<file path="src/rtl/zest_p2_spi_master.sv">
// Zest P2 shared serial-bus initiator: one register transaction at a time to the
// LMK01801 (uWire), the two AD9653 ADCs (3-wire SPI) or the AD9781 DAC (4-wire SPI).
module zest_p2_spi_master #(
    parameter int unsigned SCLK_HALF = 4
) (
    input  logic        clk,
    input  logic        rst,
    input  logic        start,
    input  logic [1:0]  target,
    input  logic        rnw,
    input  logic [12:0] addr,
    input  logic [31:0] wdata,
    output logic        busy,
    output logic        done,
    output logic [7:0]  rdata,
    output logic        sclk,
    output logic        sdio_out,
    output logic        sdio_oe,
    input  logic        sdio_in,
    input  logic        u4_sdo,
    output logic        adc_dir,
    output logic        u1_le,
    output logic        u2_csb,
    output logic        u3_csb,
    output logic        u4_csb
);

    typedef enum logic [2:0] {
        S_IDLE, S_SETUP, S_SHIFT, S_HOLD, S_LATCH, S_GAP
    } state_e;

    localparam logic [8:0] HALF_LAST = 9'(SCLK_HALF - 1);
    localparam logic [8:0] LE_LAST   = 9'(2 * SCLK_HALF - 1);

    state_e      state_q, state_d;
    logic [8:0]  cnt_q, cnt_d;
    logic [4:0]  bit_q, bit_d;
    logic [4:0]  last_q, last_d;
    logic        phase_q, phase_d;
    logic [31:0] sh_q, sh_d;
    logic [7:0]  rd_q, rd_d;
    logic [1:0]  tgt_q, tgt_d;
    logic        rnw_q, rnw_d;
    logic        turn_q, turn_d;

    logic        busy_q, busy_d, done_q, done_d;
    logic [7:0]  rdata_q, rdata_d;
    logic        sclk_q, sclk_d, sdio_out_q, sdio_out_d;
    logic        sdio_oe_q, sdio_oe_d, u1_le_q, u1_le_d;
    logic        u2_csb_q, u2_csb_d, u3_csb_q, u3_csb_d, u4_csb_q, u4_csb_d;
    logic        half_wrap, sel_active;

    always_comb begin
        // NOTE: every _d defaults to its _q first so no branch can infer a latch.
        state_d = state_q;
        cnt_d   = cnt_q;
        bit_d   = bit_q;
        last_d  = last_q;
        phase_d = phase_q;
        sh_d    = sh_q;
        rd_d    = rd_q;
        tgt_d   = tgt_q;
        rnw_d   = rnw_q;
        turn_d  = turn_q;
        rdata_d = rdata_q;
        done_d  = 1'b0;
        half_wrap = (cnt_q == HALF_LAST);

        case (state_q)
            S_IDLE: begin
                if (start) begin
                    tgt_d   = target;
                    rnw_d   = rnw && (target != 2'd0);
                    turn_d  = 1'b0;
                    cnt_d   = '0;
                    bit_d   = '0;
                    phase_d = 1'b0;
                    state_d = S_SETUP;
                    // Frames are left-aligned so sh_q[31] is always the bit on the wire.
                    case (target)
                        2'd0: begin
                            sh_d   = wdata;
                            last_d = 5'd31;
                        end
                        2'd3: begin
                            sh_d   = {rnw, 2'b00, addr[4:0], rnw ? 8'h00 : wdata[7:0], 16'h0000};
                            last_d = 5'd15;
                        end
                        default: begin
                            sh_d   = {rnw, 2'b00, addr, rnw ? 8'h00 : wdata[7:0], 8'h00};
                            last_d = 5'd23;
                        end
                    endcase
                end
            end
            S_SETUP: begin
                cnt_d = cnt_q + 9'd1;
                if (half_wrap) begin
                    cnt_d   = '0;
                    state_d = S_SHIFT;
                end
            end
            S_SHIFT: begin
                cnt_d = cnt_q + 9'd1;
                if (half_wrap) begin
                    cnt_d = '0;
                    if (!phase_q) begin
                        phase_d = 1'b1;
                        rd_d    = {rd_q[6:0], (tgt_q == 2'd3) ? u4_sdo : sdio_in};
                    end else begin
                        phase_d = 1'b0;
                        sh_d    = {sh_q[30:0], 1'b0};
                        if (bit_q == last_q) begin
                            state_d = S_HOLD;
                        end else begin
                            bit_d = bit_q + 5'd1;
                        end
                        // ADC reads release SDIO at the falling edge that opens bit 16.
                        if (rnw_q && (tgt_q != 2'd3) && (bit_q == 5'd15)) begin
                            turn_d = 1'b1;
                        end
                    end
                end
            end
            S_HOLD: begin
                cnt_d = cnt_q + 9'd1;
                if (half_wrap) begin
                    cnt_d   = '0;
                    state_d = (tgt_q == 2'd0) ? S_LATCH : S_GAP;
                end
            end
            S_LATCH: begin
                cnt_d = cnt_q + 9'd1;
                if (cnt_q == LE_LAST) begin
                    cnt_d   = '0;
                    state_d = S_GAP;
                end
            end
            S_GAP: begin
                cnt_d = cnt_q + 9'd1;
                if (half_wrap) begin
                    cnt_d   = '0;
                    state_d = S_IDLE;
                    done_d  = 1'b1;
                    if (rnw_q) begin
                        rdata_d = rd_q;
                    end
                end
            end
            default: state_d = S_IDLE;
        endcase

        // Pin values are decoded from next state so every output leaves a flop.
        sel_active = (state_d == S_SETUP) || (state_d == S_SHIFT) || (state_d == S_HOLD);
        busy_d     = (state_d != S_IDLE);
        sclk_d     = (state_d == S_SHIFT) && phase_d;
        sdio_out_d = ((state_d == S_SETUP) || (state_d == S_SHIFT)) && sh_d[31];
        sdio_oe_d  = sel_active && !turn_d;
        u1_le_d    = (state_d == S_LATCH);
        u2_csb_d   = !(sel_active && (tgt_d == 2'd1));
        u3_csb_d   = !(sel_active && (tgt_d == 2'd2));
        u4_csb_d   = !(sel_active && (tgt_d == 2'd3));
    end

    // NOTE: sequential state uses non-blocking assignments only, so every flop sees pre-edge values.
    always_ff @(posedge clk or posedge rst) begin
        if (rst) begin
            state_q    <= S_IDLE;
            cnt_q      <= '0;
            bit_q      <= '0;
            last_q     <= '0;
            phase_q    <= 1'b0;
            sh_q       <= '0;
            rd_q       <= '0;
            tgt_q      <= '0;
            rnw_q      <= 1'b0;
            turn_q     <= 1'b0;
            busy_q     <= 1'b0;
            done_q     <= 1'b0;
            rdata_q    <= '0;
            sclk_q     <= 1'b0;
            sdio_out_q <= 1'b0;
            sdio_oe_q  <= 1'b0;
            u1_le_q    <= 1'b0;
            u2_csb_q   <= 1'b1;
            u3_csb_q   <= 1'b1;
            u4_csb_q   <= 1'b1;
        end else begin
            state_q    <= state_d;
            cnt_q      <= cnt_d;
            bit_q      <= bit_d;
            last_q     <= last_d;
            phase_q    <= phase_d;
            sh_q       <= sh_d;
            rd_q       <= rd_d;
            tgt_q      <= tgt_d;
            rnw_q      <= rnw_d;
            turn_q     <= turn_d;
            busy_q     <= busy_d;
            done_q     <= done_d;
            rdata_q    <= rdata_d;
            sclk_q     <= sclk_d;
            sdio_out_q <= sdio_out_d;
            sdio_oe_q  <= sdio_oe_d;
            u1_le_q    <= u1_le_d;
            u2_csb_q   <= u2_csb_d;
            u3_csb_q   <= u3_csb_d;
            u4_csb_q   <= u4_csb_d;
        end
    end

    assign busy     = busy_q;
    assign done     = done_q;
    assign rdata    = rdata_q;
    assign sclk     = sclk_q;
    assign sdio_out = sdio_out_q;
    assign sdio_oe  = sdio_oe_q;
    assign adc_dir  = sdio_oe_q;
    assign u1_le    = u1_le_q;
    assign u2_csb   = u2_csb_q;
    assign u3_csb   = u3_csb_q;
    assign u4_csb   = u4_csb_q;

endmodule

</file>
<file path="config.mk">
export PLATFORM = sky130hd
export DESIGN_NAME = zest_p2_spi_master
export DESIGN_NICKNAME = d
export VERILOG_FILES = /design/src/rtl/zest_p2_spi_master.sv
export SDC_FILE = /design/constraint.sdc
export NUM_CORES = 1
export LEC_CHECK = 0
export ABC_AREA = 1
export CORE_MARGIN = 2
export CORE_UTILIZATION = 25
export CTS_CLUSTER_SIZE = 14
export DETAILED_ROUTE_END_ITERATION = 16
export GPL_TIMING_DRIVEN = 0
export PLACE_DENSITY = 0.54
export SLEW_MARGIN = 20
export SYNTH_ARGS = -nofsm -noshare
export SYNTH_HDL_FRONTEND = slang
export SYNTH_SLANG_ARGS = --single-unit
</file>
<file path="constraint.sdc">
create_clock -name clk -period 2.8 [get_ports clk]
set_input_delay 0.28 -clock clk [delete_from_list [all_inputs] [get_ports clk]]
set_output_delay 0.28 -clock clk [all_outputs]
set_load 0.02 [all_outputs]
</file>
==> flow_summary.json, run 1 <==
{
  "dp.cells": 830,
  "holdBufCountCts": 0,
  "layoutNonFillerInstCount": 846,
  "root_buffer": "clkbuf_16",
  "path_clk_slew_ns": 0.07,
  "nets": 676,
  "cp-end-kind": "flip-flop",
  "synth_cells": 535,
  "fin_crit_sh_pct": 70.5,
  "power.leakage_nw": 2.52,
  "gp_congestion": 0.837,
  "n_fill_cell": 1812,
  "n_antenna_cell": 0,
  "post_cts_resized": 0,
  "avgSynthCellArea_sq_um": 8.06,
  "ys_ff_latch": 82,
  "rsz0062_at_grt": "false",
  "drc": 0,
  "postRouteAntennaNets": 0,
  "synth_area_sq_um": 4310,
  "maxSlewHeadroom_pct": 67.3,
  "die_x_um": 135,
  "fmax_ghz": 0.507,
  "final_common_cell": "nand2_1",
  "die_area_sq_um": 18300,
  "htree_levels": 3,
  "cts.sinks": 82,
  "yosysTopAreaCell": "dfrtp_1",
  "synth_cell_types": 41,
  "grt_pass1_vias": 3887,
  "status": "finished, final reports clean",
  "cp.required_ns": 3.08,
  "synth-async-reset-ratio_pct": 100,
  "synth_edf_count": 0,
  "crit_type": "in -> reg",
  "fin_ws_ns": 0.827,
  "synth_nets": 595,
  "drt_iter0_markers": 293,
  "dr.pass1.iters": 4,
  "ir_drop_mv": 0.295,
  "area_growth_syn_to_layout_pct": 29.9,
  "grt_antenna_before_repair": 0,
  "clock_latency_ns": 0.35,
  "fin_crit_ns": 1.97,
  "ios": 71,
  "slew_viol_final": 0,
  "grt_max_degree": 59,
  "gr-usage-all-layers_pct": 13.1,
  "fin_util_pct": 32.8,
  "pre_cts_slack_ns": 0.456,
  "grt_pass1_wl_um": 18900,
  "yosys-top-cells-area": "dfrtp_1 (46%), nand2_1 (13%), nand3_1 (5.8%)",
  "p_per_area_nw_per_um2": 457,
  "vias": 3785,
  "wl_per_cell_um": 13.1,
  "hold_class": "in -> async",
  "cts_buffers": 9,
  "cts_setup_buffers": 0,
  "rows": 48,
  "finalPower_mw": 2.56,
  "synth-seq-area-share_pct": 47.7,
  "grt-ovfl-total": 0,
  "tightest_slew_ns": 0.490,
  "critPathArrivalTime_ns": 2.25,
  "cp_max_fo": 10,
  "core_sq_um": 17100,
  "hpwl_um": 8430,
  "cp-start-kind": "input pin",
  "synth_warnings": 0,
  "avgViaCountPerCell": 4.47,
  "cap_violations": 0,
  "mostFrequentLayoutCells": "nand2_1 (149), dfrtp_1 (79), clkdlybuf4s50_1 (69), inv_1 (54), nand3_1 (50)",
  "io_buffers": 69,
  "fin_worst_skew_ns": 0.00860,
  "cts_tree": "done",
  "hold_viol": 0,
  "cts.path.max_buffers": 2,
  "drive_gt1_share_pct": 9.98,
  "netlist.area_leader.share_pct": 45.9,
  "totalWireLength_um": 11100,
  "die_h_um": 135,
  "initial_core_util_pct": 25.3,
  "setup_viol": 0,
  "synth_ff_type": "dfrtp_1"
}
power by group:
group	internal [mW]	switching (mW)	total, mW
Sequential	1.20	0.00587	1.20
Clock	0.617	0.522	1.14
Combinational	0.100	0.118	0.218
critical path, cell delays in order:
cell and delay (ns):
clkdlybuf4s50_1 0.53, inv_1 0.10, ha_1 0.15, clkbuf_1 0.30
clkbuf_1 0.40, a21oi_1 0.12, o31ai_1 0.13, o211ai_1 0.14
nand3_1 0.10
cell usage after synthesis, types with 2 or more instances:
cell      instances
xor2_1            5
inv_2             8
inv_1            55
o31ai_1          10
nand2_2           5
o22ai_1           2
dfrtp_1          79
nor2_2            3
or2_2             2
clkbuf_1         12
buf_6             5
o21ai_1           3
o21ai_0          41
nand2_1         149
nand4_2           2
nor3_1            6
nand4_1           2
a31oi_1           2
a21oi_1          18
nand3_1          50
dfstp_2           3
ha_1              7
o211ai_1         15
buf_2             3
nor2_1           30
buf_4             3
cell families (layout without fill, tap and decap cells):
family,Yosys count,count (layout),share of synthesized area [%]
AO/OA/AOI/OAI,97,97,13.6
AND/OR/NAND/NOR,255,255,26.4
adder cells (fa/ha/maj),7,7,2.03
multiplexers,1,1,0.261
buffers and inverters,87,173,8.80
XOR/XNOR,6,6,1.22
flip-flops,82,82,47.7
routing by layer:
| metal | share of wire, % | wire length (um) | vias up | global-route usage, % |
|---|---|---|---|---|
| met5 | 0 | 0 | - | 0 |
| met4 | 1.2 | 138 | 0 | 3.82 |
| met3 | 5.4 | 599 | 13 | 3.11 |
| met2 | 47 | 5200 | 105 | 21.6 |
| met1 | 47 | 5180 | 1766 | 17.2 |
| li1 | - | - | 1901 | - |
metrics by stage:
step	setup TNS, ns	hold WS (ns)	instance area (sq um)
after floorplan	0	0.432	4310
after global placement	-77.61	0.453	5280
after detailed placement	0	0.463	5310
after CTS	0	0.265	5600
after global routing	0	0.291	5600
final	0	0.263	5600
final timing paths:
kind                             end      start  depth (start not counted)  slack (ns)
max                         sh_q[17]  target[0]                          9        0.83
min                         sh_q[15]        rst                          2        0.26
max reg2reg                  rd_q[3]   cnt_q[1]                          9        0.92
min reg2reg                last_q[2]  last_q[2]                          2        0.47
max in group asynchronous     u3_csb        rst                          3        1.91
min in group clk           last_q[2]  last_q[2]                          2        0.47
registers in the layout, summed over array words and instances, names as in the netlist, 2 cells and up:
signal and count:
cnt_q 9, tgt_q 2, rd_q 8, sh_q 32, state_q 3, bit_q 5, rdata 8, last_q 3
area by class of cell:
class | instances | area (sq um) | area share (%)
Buffer | 23 | 139 | 2.48
Clock buffer | 9 | 225 | 4.02
Tap cell | 225 | 282 | 5.03
Multi-Input combinational cell | 366 | 1880 | 33.5
Inverter | 64 | 243 | 4.34
Timing Repair Buffer | 70 | 718 | 12.8
Sequential cell | 82 | 2060 | 36.7
Clock inverter | 7 | 61.3 | 1.09
Power figures use the tool's default switching activity.
==> run 2: changes to the inputs <==
--- a/config.mk
+++ b/config.mk
@@ -11,7 +11,7 @@
 export CTS_CLUSTER_SIZE = 14
 export DETAILED_ROUTE_END_ITERATION = 16
 export GPL_TIMING_DRIVEN = 0
-export PLACE_DENSITY = 0.54
+export PLACE_DENSITY = 0.55
 export SLEW_MARGIN = 20
 export SYNTH_ARGS = -nofsm -noshare
 export SYNTH_HDL_FRONTEND = slang
==> constraint.sdc (replaced) <==
create_clock -name clk -period 1.6 [get_ports clk]
set_input_delay 0.16 -clock clk [delete_from_list [all_inputs] [get_ports clk]]
set_output_delay 0.16 -clock clk [all_outputs]
set_load 0.02 [all_outputs]
==> flow_summary.json, run 2 (same netlist as run 1, synthesis figures left out) <==
{
  "status": "finished with violations",
  "violations": "negative setup slack",
  "tightest_slew_ns": 0.504,
  "drc": 0,
  "largest_reg_flops": 32,
  "path_cells": "ha_2 > inv_2 > nor2_4 > nand2_4 > nor2_8 > nand2_4 > a21boi_4 > clkinv_4 > buf_6 > nand2_2 > o211ai_1",
  "hpwl_um": 8470,
  "p_per_area_nw_per_um2": 747,
  "initial_core_util_pct": 25.3,
  "cp-start-kind": "flip-flop",
  "area_growth_syn_to_layout_pct": 50.0,
  "max_stage_delay_ns": 0.36,
  "mostFrequentLayoutCells": "nand2_1 (108), dfrtp_1 (78), clkdlybuf4s50_1 (66), inv_1 (50), nand2_2 (32)",
  "grt_antenna_before_repair": 0,
  "setup_viol": 43,
  "r2r_slack_ns": -0.16,
  "gp_congestion": 0.797,
  "hold_viol": 0,
  "internal_power_mw": 3.68,
  "cp-end-kind": "flip-flop",
  "slew_viol_final": 0,
  "cts_tree": "done",
  "grt-ovfl-total": 0,
  "power.leakage_nw": 2.79,
  "rsz0062_at_grt": "true",
  "fin_crit_sh_pct": 110,
  "p_clk_share_pct": 47.9,
  "gr-usage-all-layers_pct": 13.4,
  "die_x_um": 135,
  "rows": 48,
  "crit_buf_inv": 3,
  "seqPwrFrac_pct": 43.6,
  "final_common_cell": "nand2_1",
  "critPathArrivalTime_ns": 1.98,
  "n_antenna_cell": 0,
  "die_h_um": 135,
  "core_sq_um": 17100,
  "r2r.worst_path.cells": 11,
  "drt_iter0_markers": 151,
  "grt_max_degree": 28,
  "htree_levels": 3,
  "drive_gt1_share_pct": 29.5,
  "tns_ns": -4.67,
  "die_area_sq_um": 18300,
  "io_buffers": 69,
  "regToRegStartpoint": "cnt_q[0]",
  "grt_pass1_vias": 3884,
  "path_clk_slew_ns": 0.07,
  "postRouteAntennaNets": 0,
  "fin_crit_ns": 1.76,
  "maxSlewHeadroom_pct": 66.3,
  "wl_per_cell_um": 13.6,
  "reg2reg_to": "sh_q[2]",
  "fmax_ghz": 0.568,
  "largest_register": "sh_q",
  "crit_top_cell": "nand2_4",
  "clock_latency_ns": 0.35,
  "nets": 709,
  "avgViaCountPerCell": 4.46,
  "cp.required_ns": 1.82,
  "dp.cells": 832,
  "critPathSlowestCell": "dfrtp_1",
  "hold_class": "in -> async",
  "root_buffer": "clkbuf_16",
  "crit_family": "simple AND/OR/NAND/NOR gates",
  "swShare_pct": 23.8,
  "crit_type": "reg -> reg",
  "grt_pass1_wl_um": 19200,
  "fin_ws_ns": -0.159,
  "cts_buffers": 9,
  "ios": 71,
  "vias": 3922,
  "top_regs": "sh_q (32), cnt_q (9)",
  "cap_violations": 0,
  "combinationalPowerShare_pct": 8.4,
  "ir_drop_mv": 0.513,
  "cts.sinks": 82,
  "cp_max_fo": 7,
  "dr.pass1.iters": 4,
  "fin_worst_skew_ns": 0.00894,
  "cts.path.max_buffers": 2,
  "holdBufCountCts": 0,
  "totalWireLength_um": 12000,
  "layoutNonFillerInstCount": 879,
  "power.switching_mw": 1.15
}
[run 2: how the worst max path moves through the flow]
stage,from,endpoint,slack [ns],depth (start not counted)
detailed placement,target[0],sh_q[19],-0.54,9
floorplan,cnt_q[0],rd_q[1],0.02,10
global placement,target[0],sh_q[19],-0.55,9
global route,cnt_q[0],sh_q[9],-0.26,11
finish,cnt_q[0],sh_q[2],-0.16,11
CTS,cnt_q[0],sh_q[13],-0.18,11
[run 2: area by class of cell]
cell class / instances / area (sq um)
fillers: 1762 / 10600
multi-input cells: 366 / 2310
flip-flops and latches: 82 / 2060
repair buffers: 104 / 1070
well taps: 225 / 282
inverters: 64 / 258
clock buffers: 9 / 225
plain buffers: 22 / 166
clock inverters: 7 / 105
[run 2: power groups by stage]
stage	logic, mW	registers [mW]	clock network (mW)
final	0.407	2.11	2.32
after global routing	0.451	2.11	2.46
after CTS	0.403	2.10	2.37
after detailed placement	0.401	2.14	0
after global placement	0.379	2.14	0
after floorplan	0.162	2.15	0
[run 2: layer usage]
metal	vias to the layer above	part of all wire, %	track usage [%]
met4	0	1.5	4.51
met5	-	0	0
met1	1847	46	17.6
met3	14	4.4	3.11
met2	84	48	21.7
li1	1977	-	-
[run 2: through the flow]
stage | setup slack [ns] | area, sq um | util [%] | hold slack (ns) | power [mW]
6_report | -0.159 | 6470 | 37.9 | 0.200 | 4.83
5_1_grt | -0.259 | 6470 | 37.9 | 0.255 | 5.02
4_1_cts | -0.184 | 5960 | 34.9 | 0.214 | 4.87
3_5_place_dp | -0.536 | 5360 | 31.4 | 0.465 | 2.54
3_3_place_gp | -0.549 | 5290 | 31.0 | 0.457 | 2.52
2_1_floorplan | 0.0164 | 4320 | - | 0.314 | 2.31
[run 2: worst register-to-register path, delay by kind of cell, from the launching register on]
family,cells,cell delay [ns]
and+or+nand+nor,5,0.44
buffers and inverters,3,0.34
DFF,1,0.36
AOI/OAI and AO/OA,2,0.28
adders and majority gates,1,0.19
[run 2: repair_timing]
item                                    in CTS  in global routing
gates resized for setup                     57                118
endpoints found under the hold margin        0                  0
gates cloned                                 3                  2
endpoints found under the setup margin      70                 78
pin swaps                                   14                 18
buffers inserted                            13                 14
==> run 3: changes to the inputs <==
--- a/config.mk
+++ b/config.mk
@@ -8,6 +8,7 @@
 export ABC_AREA = 1
 export CORE_MARGIN = 2
 export CORE_UTILIZATION = 25
+export CTS_BUF_LIST = sky130_fd_sc_hd__clkbuf_8 sky130_fd_sc_hd__clkbuf_16
 export CTS_CLUSTER_SIZE = 14
 export DETAILED_ROUTE_END_ITERATION = 16
 export GPL_TIMING_DRIVEN = 0
@@ -16,3 +17,4 @@
 export SYNTH_ARGS = -nofsm -noshare
 export SYNTH_HDL_FRONTEND = slang
 export SYNTH_SLANG_ARGS = --single-unit
+export TNS_END_PERCENT = 5
==> flow_summary.json, run 3 (same netlist as run 1, synthesis figures left out) <==
{
  "combinationalPowerShare_pct": 7.9,
  "wl_per_cell_um": 13.2,
  "drt_iter0_markers": 217,
  "tightest_slew_ns": 0.605,
  "cts.sinks": 82,
  "fmax_ghz": 0.595,
  "initial_core_util_pct": 25.3,
  "finalPower_mw": 4.95,
  "drc": 0,
  "path_cells": "buf_4 > inv_4 > nand2_2 > a21oi_2 > a21boi_4 > inv_4 > buf_6 > nand2_2 > o211ai_1",
  "maxSlewHeadroom_pct": 59.6,
  "hold_viol": 0,
  "cp-end-kind": "flip-flop",
  "mostFrequentLayoutCells": "nand2_1 (136), dfrtp_1 (78), clkdlybuf4s50_1 (66), inv_1 (50), nand3_1 (46)",
  "dr.pass1.iters": 4,
  "status": "finished with violations",
  "largest_reg_flops": 32,
  "p_per_area_nw_per_um2": 815,
  "ios": 71,
  "holdBufCountCts": 0,
  "core_sq_um": 17100,
  "gp_congestion": 0.791,
  "die_x_um": 135,
  "cts_buffers": 9,
  "power.leakage_nw": 2.72,
  "area_growth_syn_to_layout_pct": 41.0,
  "nets": 693,
  "layoutNonFillerInstCount": 863,
  "n_antenna_cell": 0,
  "die_h_um": 135,
  "htree_levels": 3,
  "totalWireLength_um": 11400,
  "cap_violations": 0,
  "power.switching_mw": 1.12,
  "tns_ns": -2.11,
  "cp_max_fo": 7,
  "p_clk_share_pct": 49.6,
  "avgViaCountPerCell": 4.37,
  "rows": 48,
  "grt_max_degree": 34,
  "clock_latency_ns": 0.34,
  "vias": 3768,
  "fin_crit_sh_pct": 105,
  "root_buffer": "clkbuf_16",
  "hpwl_um": 8370,
  "rsz0062_at_grt": "true",
  "max_stage_delay_ns": 0.36,
  "drive_gt1_share_pct": 19.7,
  "ir_drop_mv": 0.467,
  "critPathArrivalTime_ns": 1.90,
  "fin_crit_ns": 1.68,
  "largest_register": "sh_q",
  "dp.cells": 831,
  "cp.required_ns": 1.81,
  "hold_class": "in -> async",
  "internal_power_mw": 3.83,
  "fin_ws_ns": -0.0818,
  "fin_worst_skew_ns": 0.00752,
  "violations": "negative setup slack",
  "crit_type": "reg -> reg",
  "swShare_pct": 22.7,
  "critPathSlowestCell": "dfrtp_1",
  "seqPwrFrac_pct": 42.5,
  "grt_pass1_vias": 3877,
  "cp-start-kind": "flip-flop",
  "cts.path.max_buffers": 2,
  "path_clk_slew_ns": 0.06,
  "grt-ovfl-total": 0,
  "top_regs": "sh_q (32), cnt_q (9)",
  "postRouteAntennaNets": 0,
  "crit_family": "compound AO/OA/AOI/OAI gates",
  "slew_viol_final": 0,
  "die_area_sq_um": 18300,
  "crit_buf_inv": 4,
  "gr-usage-all-layers_pct": 13.6,
  "grt_pass1_wl_um": 19600,
  "io_buffers": 69,
  "grt_antenna_before_repair": 0,
  "cts_tree": "done",
  "pre_cts_slack_ns": -0.547,
  "fin_util_pct": 35.6,
  "final_common_cell": "nand2_1",
  "setup_viol": 33
}
[run 3: cell count changes in the layout (fill, tap and decap cells not counted), sizes merged]
cell	before	now
buf	46	32
clkbuf	20	18
clkinvlp	3	1
bufinv	2	3
inv	65	66
[run 3: area by class of cell]
class	instances	area [sq um]
flip-flops and latches	82	2060
inverters	64	254
fillers	1811	11000
plain buffers	21	173
repair buffers	89	905
well taps	225	282
multi-input cells	366	2050
clock buffers	9	225
clock inverters	7	128
[run 3: worst reg2reg max path, stage by stage, from the launching register on]
cell and delay (ns):
dfrtp_1 0.36, buf_4 0.17, inv_4 0.09, nand2_2 0.09, a21oi_2 0.20, a21boi_4 0.28
inv_4 0.11, buf_6 0.15, nand2_2 0.05, o211ai_1 0.07
[run 3: final timing paths]
path / from / end / slack (ns) / cells past startpoint
hold / removal: rst / sh_q[25] / 0.24 / 2
setup / recovery: state_q[0] / sh_q[5] / -0.08 / 9
max in group asynchronous: rst / state_q[2] / 0.58 / 4
hold reg to reg: last_q[2] / last_q[2] / 0.48 / 2
setup reg to reg: state_q[0] / sh_q[5] / -0.08 / 9
min in group clk: wdata[29] / sh_q[29] / 0.45 / 3
[run 3: repair_timing]
item                                    4_1_cts  5_1_grt
buffers inserted                             14        1
pin swaps                                     9        9
cloned                                        3        0
resized for setup                            51       48
endpoints found under the setup margin       69       78
hold endpoints to repair                      0        0
[run 3: through the flow]
stage	area (sq um)	hold slack (ns)
2_1_floorplan	4310	0.314
3_3_place_gp	5290	0.457
3_5_place_dp	5330	0.464
4_1_cts	5960	0.259
5_1_grt	6080	0.274
6_report	6080	0.245
[run 3: per-layer routing]
metal / GRT usage (%) / up-vias / share of wire, %
li1: - / 1949 / -
met4: 3.13 / 0 / 0.77
met5: 0 / - / 0
met2: 22.0 / 84 / 46
met1: 18.4 / 1729 / 48
met3: 3.48 / 6 / 4.8
[run 3: power by group through the flow]
stage / clock [mW] / combinational, mW / sequential [mW]
floorplan: 0 / 0.162 / 2.15
global placement: 0 / 0.379 / 2.14
detailed placement: 0 / 0.390 / 2.14
CTS: 2.52 / 0.392 / 2.10
global route: 2.62 / 0.437 / 2.11
finish: 2.45 / 0.391 / 2.10
